<file path="src/rtl/event_pending_latch_pkg.sv">
// Shared definitions for the event pending latch: slot state encoding and
// the event detect helper used by the top level.
package event_pending_latch_pkg;

  localparam int STATE_W = 2;

  typedef enum logic [STATE_W-1:0] {
    ST_IDLE    = 2'd0,
    ST_PENDING = 2'd1,
    ST_HOLDOFF = 2'd2
  } slot_state_e;

  // Rising-edge mode compares against last cycle's input; level mode treats
  // every high cycle as an event.
  function automatic logic detect_event(input logic edge_mode,
                                        input logic cur,
                                        input logic prev);
    return edge_mode ? (cur & ~prev) : cur;
  endfunction

endpackage

</file>
<file path="src/rtl/event_pending_latch_if.sv">
// Bundle of event inputs, configuration, per-source request handshake and
// overflow reporting between the latch (slave) and its environment (master).
interface event_pending_latch_if #(
  parameter int COUNT        = 16,
  parameter int HOLDOFF_BITS = 8
);
  import event_pending_latch_pkg::*;

  logic [COUNT-1:0]              s_event_in;
  logic [COUNT-1:0]              cfg_mask;
  logic [HOLDOFF_BITS-1:0]       cfg_holdoff;
  // Handshake: source i transfers in a cycle where m_event_valid[i] and
  // m_event_ready[i] are both high; valid never waits on ready, and ready
  // without valid has no effect. Ready is at most one-hot.
  logic [COUNT-1:0]              m_event_valid;
  logic [COUNT-1:0]              m_event_ready;
  logic [COUNT-1:0]              ovf_flags;
  logic [COUNT-1:0]              ovf_clear;
  logic [COUNT-1:0][STATE_W-1:0] dbg_slot_state;

  modport slave (
    input  s_event_in, cfg_mask, cfg_holdoff, m_event_ready, ovf_clear,
    output m_event_valid, ovf_flags, dbg_slot_state
  );

  modport master (
    output s_event_in, cfg_mask, cfg_holdoff, m_event_ready, ovf_clear,
    input  m_event_valid, ovf_flags, dbg_slot_state
  );

endinterface

</file>
<file path="src/rtl/event_pending_slot.sv">
// One source's request slot: IDLE/PENDING/HOLDOFF state, re-arm counter,
// single-deep deferred event and sticky overflow flag.
module event_pending_slot
  import event_pending_latch_pkg::*;
#(
  parameter int HOLDOFF_BITS = 8
) (
  input  logic                    clk,
  input  logic                    rst,
  input  logic                    ev,
  input  logic                    hs,
  input  logic [HOLDOFF_BITS-1:0] holdoff,
  input  logic                    ovf_clear,
  output logic                    pending,
  output logic                    ovf,
  output logic [STATE_W-1:0]      state_o
);

  localparam logic [HOLDOFF_BITS-1:0] CNT_ONE = HOLDOFF_BITS'(1);

  slot_state_e             state_q, state_d;
  logic [HOLDOFF_BITS-1:0] cnt_q, cnt_d;
  logic                    deferred_q, deferred_d;
  logic                    ovf_q, ovf_d;
  logic                    ovf_set;

  always_comb begin
    state_d    = state_q;
    cnt_d      = cnt_q;
    deferred_d = deferred_q;
    ovf_set    = 1'b0;
    unique case (state_q)
      ST_IDLE: begin
        if (ev) state_d = ST_PENDING;
      end
      ST_PENDING: begin
        if (hs) begin
          if (holdoff == '0) begin
            state_d = ev ? ST_PENDING : ST_IDLE;
          end else begin
            state_d    = ST_HOLDOFF;
            cnt_d      = holdoff;
            deferred_d = ev;
          end
        end else if (ev) begin
          ovf_set = 1'b1;
        end
      end
      ST_HOLDOFF: begin
        if (ev && deferred_q) ovf_set = 1'b1;
        // The interval was latched on entry, so cfg changes cannot stretch it.
        if (cnt_q == CNT_ONE) begin
          state_d    = (deferred_q || ev) ? ST_PENDING : ST_IDLE;
          cnt_d      = '0;
          deferred_d = 1'b0;
        end else begin
          cnt_d = cnt_q - CNT_ONE;
          if (ev) deferred_d = 1'b1;
        end
      end
      default: begin
        state_d    = ST_IDLE;
        cnt_d      = '0;
        deferred_d = 1'b0;
      end
    endcase
    // A new overflow beats a clear arriving in the same cycle.
    ovf_d = ovf_set | (ovf_q & ~ovf_clear);
  end

  always_ff @(posedge clk) begin
    if (rst) begin
      state_q    <= ST_IDLE;
      cnt_q      <= '0;
      deferred_q <= 1'b0;
      ovf_q      <= 1'b0;
    end else begin
      state_q    <= state_d;
      cnt_q      <= cnt_d;
      deferred_q <= deferred_d;
      ovf_q      <= ovf_d;
    end
  end

  assign pending = (state_q == ST_PENDING);
  assign ovf     = ovf_q;
  assign state_o = state_q;

endmodule

</file>
<file path="src/rtl/event_pending_latch.sv">
// Per-source event capture in front of the event serializer: edge/level
// detect, one pending slot per source, and mask gating of the requests.
module event_pending_latch
  import event_pending_latch_pkg::*;
#(
  parameter int COUNT        = 16,
  parameter int HOLDOFF_BITS = 8,
  parameter int EDGE         = 1
) (
  input logic                  clk,
  input logic                  rst,
  event_pending_latch_if.slave bus
);

  logic [COUNT-1:0]              in_d_q, in_d_d;
  logic [COUNT-1:0]              ev;
  logic [COUNT-1:0]              hs;
  logic [COUNT-1:0]              pending;
  logic [COUNT-1:0]              valid;
  logic [COUNT-1:0]              ovf;
  logic [COUNT-1:0][STATE_W-1:0] slot_state;

  always_comb in_d_d = bus.s_event_in;

  always_ff @(posedge clk) begin
    if (rst) in_d_q <= '0;
    else     in_d_q <= in_d_d;
  end

  // Masking hides a pending request without dropping it.
  assign valid = pending & ~bus.cfg_mask;

  for (genvar i = 0; i < COUNT; i++) begin : g_slot
    // Masked sources see no events at all, so they can neither arm nor overflow.
    assign ev[i] = detect_event(EDGE != 0, bus.s_event_in[i], in_d_q[i])
                   & ~bus.cfg_mask[i];
    assign hs[i] = valid[i] & bus.m_event_ready[i];

    event_pending_slot #(
      .HOLDOFF_BITS(HOLDOFF_BITS)
    ) u_slot (
      .clk       (clk),
      .rst       (rst),
      .ev        (ev[i]),
      .hs        (hs[i]),
      .holdoff   (bus.cfg_holdoff),
      .ovf_clear (bus.ovf_clear[i]),
      .pending   (pending[i]),
      .ovf       (ovf[i]),
      .state_o   (slot_state[i])
    );
  end

  assign bus.m_event_valid  = valid;
  assign bus.ovf_flags      = ovf;
  assign bus.dbg_slot_state = slot_state;

endmodule

</file>
<file path="src/flat_wrapper.sv">
// flat-port wrapper written by rule: the top's interface ports become plain ports
module event_pending_latch_flat import event_pending_latch_pkg::*;
#(
  parameter int COUNT        = 16,
  parameter int HOLDOFF_BITS = 8,
  parameter int EDGE         = 1
)
  (clk, rst, bus_s_event_in, bus_cfg_mask, bus_cfg_holdoff, bus_m_event_ready, bus_ovf_clear, bus_m_event_valid, bus_ovf_flags, bus_dbg_slot_state);
  event_pending_latch_if #(.COUNT(COUNT), .HOLDOFF_BITS(HOLDOFF_BITS)) bus_i ();
  input logic clk;
  input logic rst;
  input wire logic [$bits(bus_i.s_event_in)-1:0] bus_s_event_in;
  input wire logic [$bits(bus_i.cfg_mask)-1:0] bus_cfg_mask;
  input wire logic [$bits(bus_i.cfg_holdoff)-1:0] bus_cfg_holdoff;
  input wire logic [$bits(bus_i.m_event_ready)-1:0] bus_m_event_ready;
  input wire logic [$bits(bus_i.ovf_clear)-1:0] bus_ovf_clear;
  output wire logic [$bits(bus_i.m_event_valid)-1:0] bus_m_event_valid;
  output wire logic [$bits(bus_i.ovf_flags)-1:0] bus_ovf_flags;
  output wire logic [$bits(bus_i.dbg_slot_state)-1:0] bus_dbg_slot_state;
  assign bus_i.s_event_in = bus_s_event_in;
  assign bus_i.cfg_mask = bus_cfg_mask;
  assign bus_i.cfg_holdoff = bus_cfg_holdoff;
  assign bus_i.m_event_ready = bus_m_event_ready;
  assign bus_i.ovf_clear = bus_ovf_clear;
  assign bus_m_event_valid = bus_i.m_event_valid;
  assign bus_ovf_flags = bus_i.ovf_flags;
  assign bus_dbg_slot_state = bus_i.dbg_slot_state;
  event_pending_latch #(.COUNT(COUNT), .HOLDOFF_BITS(HOLDOFF_BITS), .EDGE(EDGE)) u_core (.clk(clk), .rst(rst), .bus(bus_i));
endmodule
</file>
<file path="config.mk">
export PLATFORM = sky130hd
export DESIGN_NAME = event_pending_latch_flat
export DESIGN_NICKNAME = d
export VERILOG_FILES = /design/src/rtl/event_pending_latch_pkg.sv /design/src/rtl/event_pending_latch_if.sv /design/src/rtl/event_pending_slot.sv /design/src/rtl/event_pending_latch.sv /design/src/flat_wrapper.sv
export SDC_FILE = /design/constraint.sdc
export NUM_CORES = 1
export LEC_CHECK = 0
export ABC_CLOCK_PERIOD_IN_PS = 3100
export CAP_MARGIN = 20
export CORE_AREA = 10 10 210 212
export CTS_BUF_LIST = sky130_fd_sc_hd__clkbuf_8
export DETAILED_ROUTE_END_ITERATION = 12
export DIE_AREA = 0 0 220 222
export PLACE_DENSITY = 0.59
export SLEW_MARGIN = 20
export SYNTH_ARGS = -nofsm -noshare
export SYNTH_HDL_FRONTEND = slang
export SYNTH_SLANG_ARGS = --single-unit
export TNS_END_PERCENT = 30
</file>
<file path="constraint.sdc">
create_clock -name clk -period 3.1 [get_ports clk]
set_input_delay 0.775 -clock clk [delete_from_list [all_inputs] [get_ports clk]]
set_output_delay 0.775 -clock clk [all_outputs]
set_load 0.05 [all_outputs]
</file>
==> results.toml, run 1 <==
[critical_path]
critical_path_class = "reg -> out"
crit_family = "flip-flops"
cp.required_ns = 2.32
critPathArrivalTime_ns = 2.13
worstPathMaxFanout = 9
cp-startpoint = "u_core.g_slot[1].u_slot.state_o[0]$_SDFFE_PP0P_"
critPathMaxStageDelay_ns = 0.48
crit_buf_inv = 2
path_cells = "ha_1, buf_4, nor2b_1, buf_12"
critPathLaunchType = "register"
cp_slowest_cell = "dfxtp_1"
rr_startpoint = "u_core.g_slot[1].u_slot.state_o[0]$_SDFFE_PP0P_"
crit_path_end_kind = "output pin"
rrSetupSlack_ns = 0.54

[cells_and_area]
nets = 2114
layout-drive-gt1-share_pct = 11.01
final_area_um2 = 17050
syn2layout_area_growth_pct = 23.09
antennaDiodeCount = 0

[outcome]
status = "completed"

[sta]
post-route-period-util_pct = 93.66
tightest_slew_ns = 0.8098
rsz0062_at_grt = "false"
finalSetupViolCount = 0
hold_viol_final = 0
setup_tns_ns = 0
fin_ws_ns = 0.1964
clock.fmax_mhz = 344.4
slew_viol_final = 0
fin_hold_ws_ns = 0.4713
clock_skew_ns = 0.009066
max_slew_margin_pct = 45.76
finalCriticalPeriod_ns = 2.904

[yosys]
ys_seq_elements = 208
yosys-top-cells-area = "dfxtp_1, ha_1, nand2_1, a21oi_1, inv_1"
syn_inst = 1763
yosysMostFrequentCell = "nand2_1"
synthFlopType = "dfxtp_1"
synth_warnings = 0
synth_fp_nets = 1933
synth_top_cell_area_share_pct = 30.07
synth_edf_count = 0
async_reset_ff_share_pct = 0
synth_common_cells = "nand2_1, dfxtp_1, inv_1"
netlist_area_um2 = 13850
syn_avg_cell_area_um2 = 7.856
yosysTopAreaCell = "dfxtp_1"
ys_seq_area_share_pct = 30.07
yosysUniqueCellTypes = 82

[pwr]
p_leak_nw = 6.515
p_per_area_nw_per_um2 = 637.4
total_power_mw = 10.87
ir_drop_uv = 395.6

[floorplan]
die-area_um2 = 48840
coreArea_um2 = 39640
start_util_pct = 34.94
die_h_um = 222
rows = 73
pin_count = 138
die_w_um = 220

[worst_hold_path]
hold_path.class = "reg -> reg"
hold_start = "u_core.g_slot[7].u_slot.cnt_q[1]$_SDFFE_PP0P_"

[clock_network]
cts-root-buf = "clkbuf_8"
clk_pin_slew_worst_paths_ns = 0.06
worstSkewPairLatency_ns = 0.56
post-cts-setup-buffers = 0
cts_resized = 0
clockBufferDepth = 3
numCtsBuffers = 40
cts_sinks = 208
tritoncts = "built"
htreeDepth = 2
hold_buffers = 0

[global_route]
antenna_found_initial = 1
grt_max_degree = 46
grt_pass1_vias = 13330
grt-ovfl-total = 0
gr-usage-all-layers_pct = 17.16
grt_pass1_wl_mm = 69.67

[place]
post-place-ws_ns = -0.07806
dp_hpwl_mm = 31.61
place.gp.congestion = 0.8614
place_area_um2 = 16280
port_buffers = 137

[detailed_routing]
ant_nets = 0
dr.pass1.iters = 6
drc_errors = 0
wl_mm = 43.61
wl_per_cell_um = 17.47
post_drt_via_cell_ratio = 5.557
drtIter0Drc = 989
vias = 13870

[job]
drv_cap = 0
==> cells in the final DEF, fill, tap and decap left out, drive strengths merged, types with 17 or more instances in the layout <==
master | netlist | layout
nor2b | 47 | 47
nand2 | 227 | 227
nand3 | 47 | 47
ha | 96 | 96
mux2i | 18 | 18
buf | 31 | 107
a32oi | 46 | 46
a21oi | 114 | 114
nor2 | 120 | 120
a31oi | 21 | 21
nor4 | 17 | 17
nand2b | 36 | 36
nand4 | 29 | 29
clkbuf | 57 | 50
or3 | 21 | 21
o21ai | 86 | 86
nor3 | 40 | 40
o22ai | 22 | 22
a22oi | 43 | 43
nor3b | 20 | 20
o2bb2ai | 24 | 24
clkdlybuf4s50 | 0 | 120
dfxtp | 208 | 208
o31ai | 20 | 20
inv | 133 | 148
==> per-stage QoR <==
step	instances	util (%)
final	2496	43.01
after CTS	2496	43.01
after floorplan	1763	-
after global placement	2427	41.08
after detailed placement	2427	41.08
after global routing	2496	43.01
==> final timing paths <==
path / endpoint / cells after the start
worst max register to register: u_core.g_slot[1].u_slot.cnt_q[2]$_SDFFE_PP0P_ / 9
worst min register to register: u_core.g_slot[7].u_slot.cnt_q[1]$_SDFFE_PP0P_ / 2
worst min-delay path: u_core.g_slot[7].u_slot.cnt_q[1]$_SDFFE_PP0P_ / 2
worst max-delay path: bus_m_event_valid[1] / 4
==> cells by family (layout without fill, tap and decap cells) <==
logic type                 Yosys count  in the layout  share of synthesized area, %
DFF                                208            208                         30.07
and+or+nand+nor                    684            684                         25.60
muxes                               27             27                         2.033
adders and majority gates           96             96                         8.673
AOI/OAI and AO/OA                  510            510                         26.05
xor gates and xnor gates            17             17                         1.075
buffers and inverters              221            429                         6.496
==> cell type report <==
cell class	count	area (um2)
clock buffers	50	688.2
repair buffers	227	2155
multi-input cells	1334	8808
clock inverters	19	76.32
fillers	4025	22590
inverters	133	499.2
flip-flops and latches	208	4164
well taps	525	656.9
==> where the power goes <==
group	leakage (nW)	switching, mW	internal, mW
combinational	4.38	3.11	1.96
clock	0.455	1.21	1.44
sequential	1.68	0.268	2.88
==> worst register-to-register path: stages (launching register included) <==
cell and delay, ns:
dfxtp_1 0.48, inv_1 0.11, ha_1 0.36, nor4bb_1 0.35
o21ai_0 0.15, buf_4 0.16, a21o_1 0.22, buf_4 0.15
or4_1 0.40, o211ai_1 0.10
==> state kept, by name (all words and copies together) (netlist names) <==
signal,count
u_core.g_slot.u_slot.ovf,16
u_core.g_slot.u_slot.cnt_q,128
u_core.g_slot.u_slot.state_o,32
u_core.in_d_q,16
u_core.g_slot.u_slot.deferred_q,16
==> per-layer routing <==
layer  vias to the layer above  global-route usage [%]  part of all wire [%]
met2                       463                   26.64                    44
met3                        70                   4.011                   7.1
met5                         -                       0                 0.046
li1                       6817                       -                     -
met4                         2                   4.624                   2.2
met1                      6518                   23.19                    47
(Power assumes the default switching activity.)
==> inputs of run 2 (changes only) <==
--- a/config.mk
+++ b/config.mk
@@ -12,6 +12,7 @@
 export DETAILED_ROUTE_END_ITERATION = 12
 export DIE_AREA = 0 0 220 222
 export PLACE_DENSITY = 0.59
+export SKIP_CTS_REPAIR_TIMING = 1
 export SLEW_MARGIN = 20
 export SYNTH_ARGS = -nofsm -noshare
 export SYNTH_HDL_FRONTEND = slang
==> results of run 2 <==
No change in the layout: final DEF, timing and power equal those of run 1.
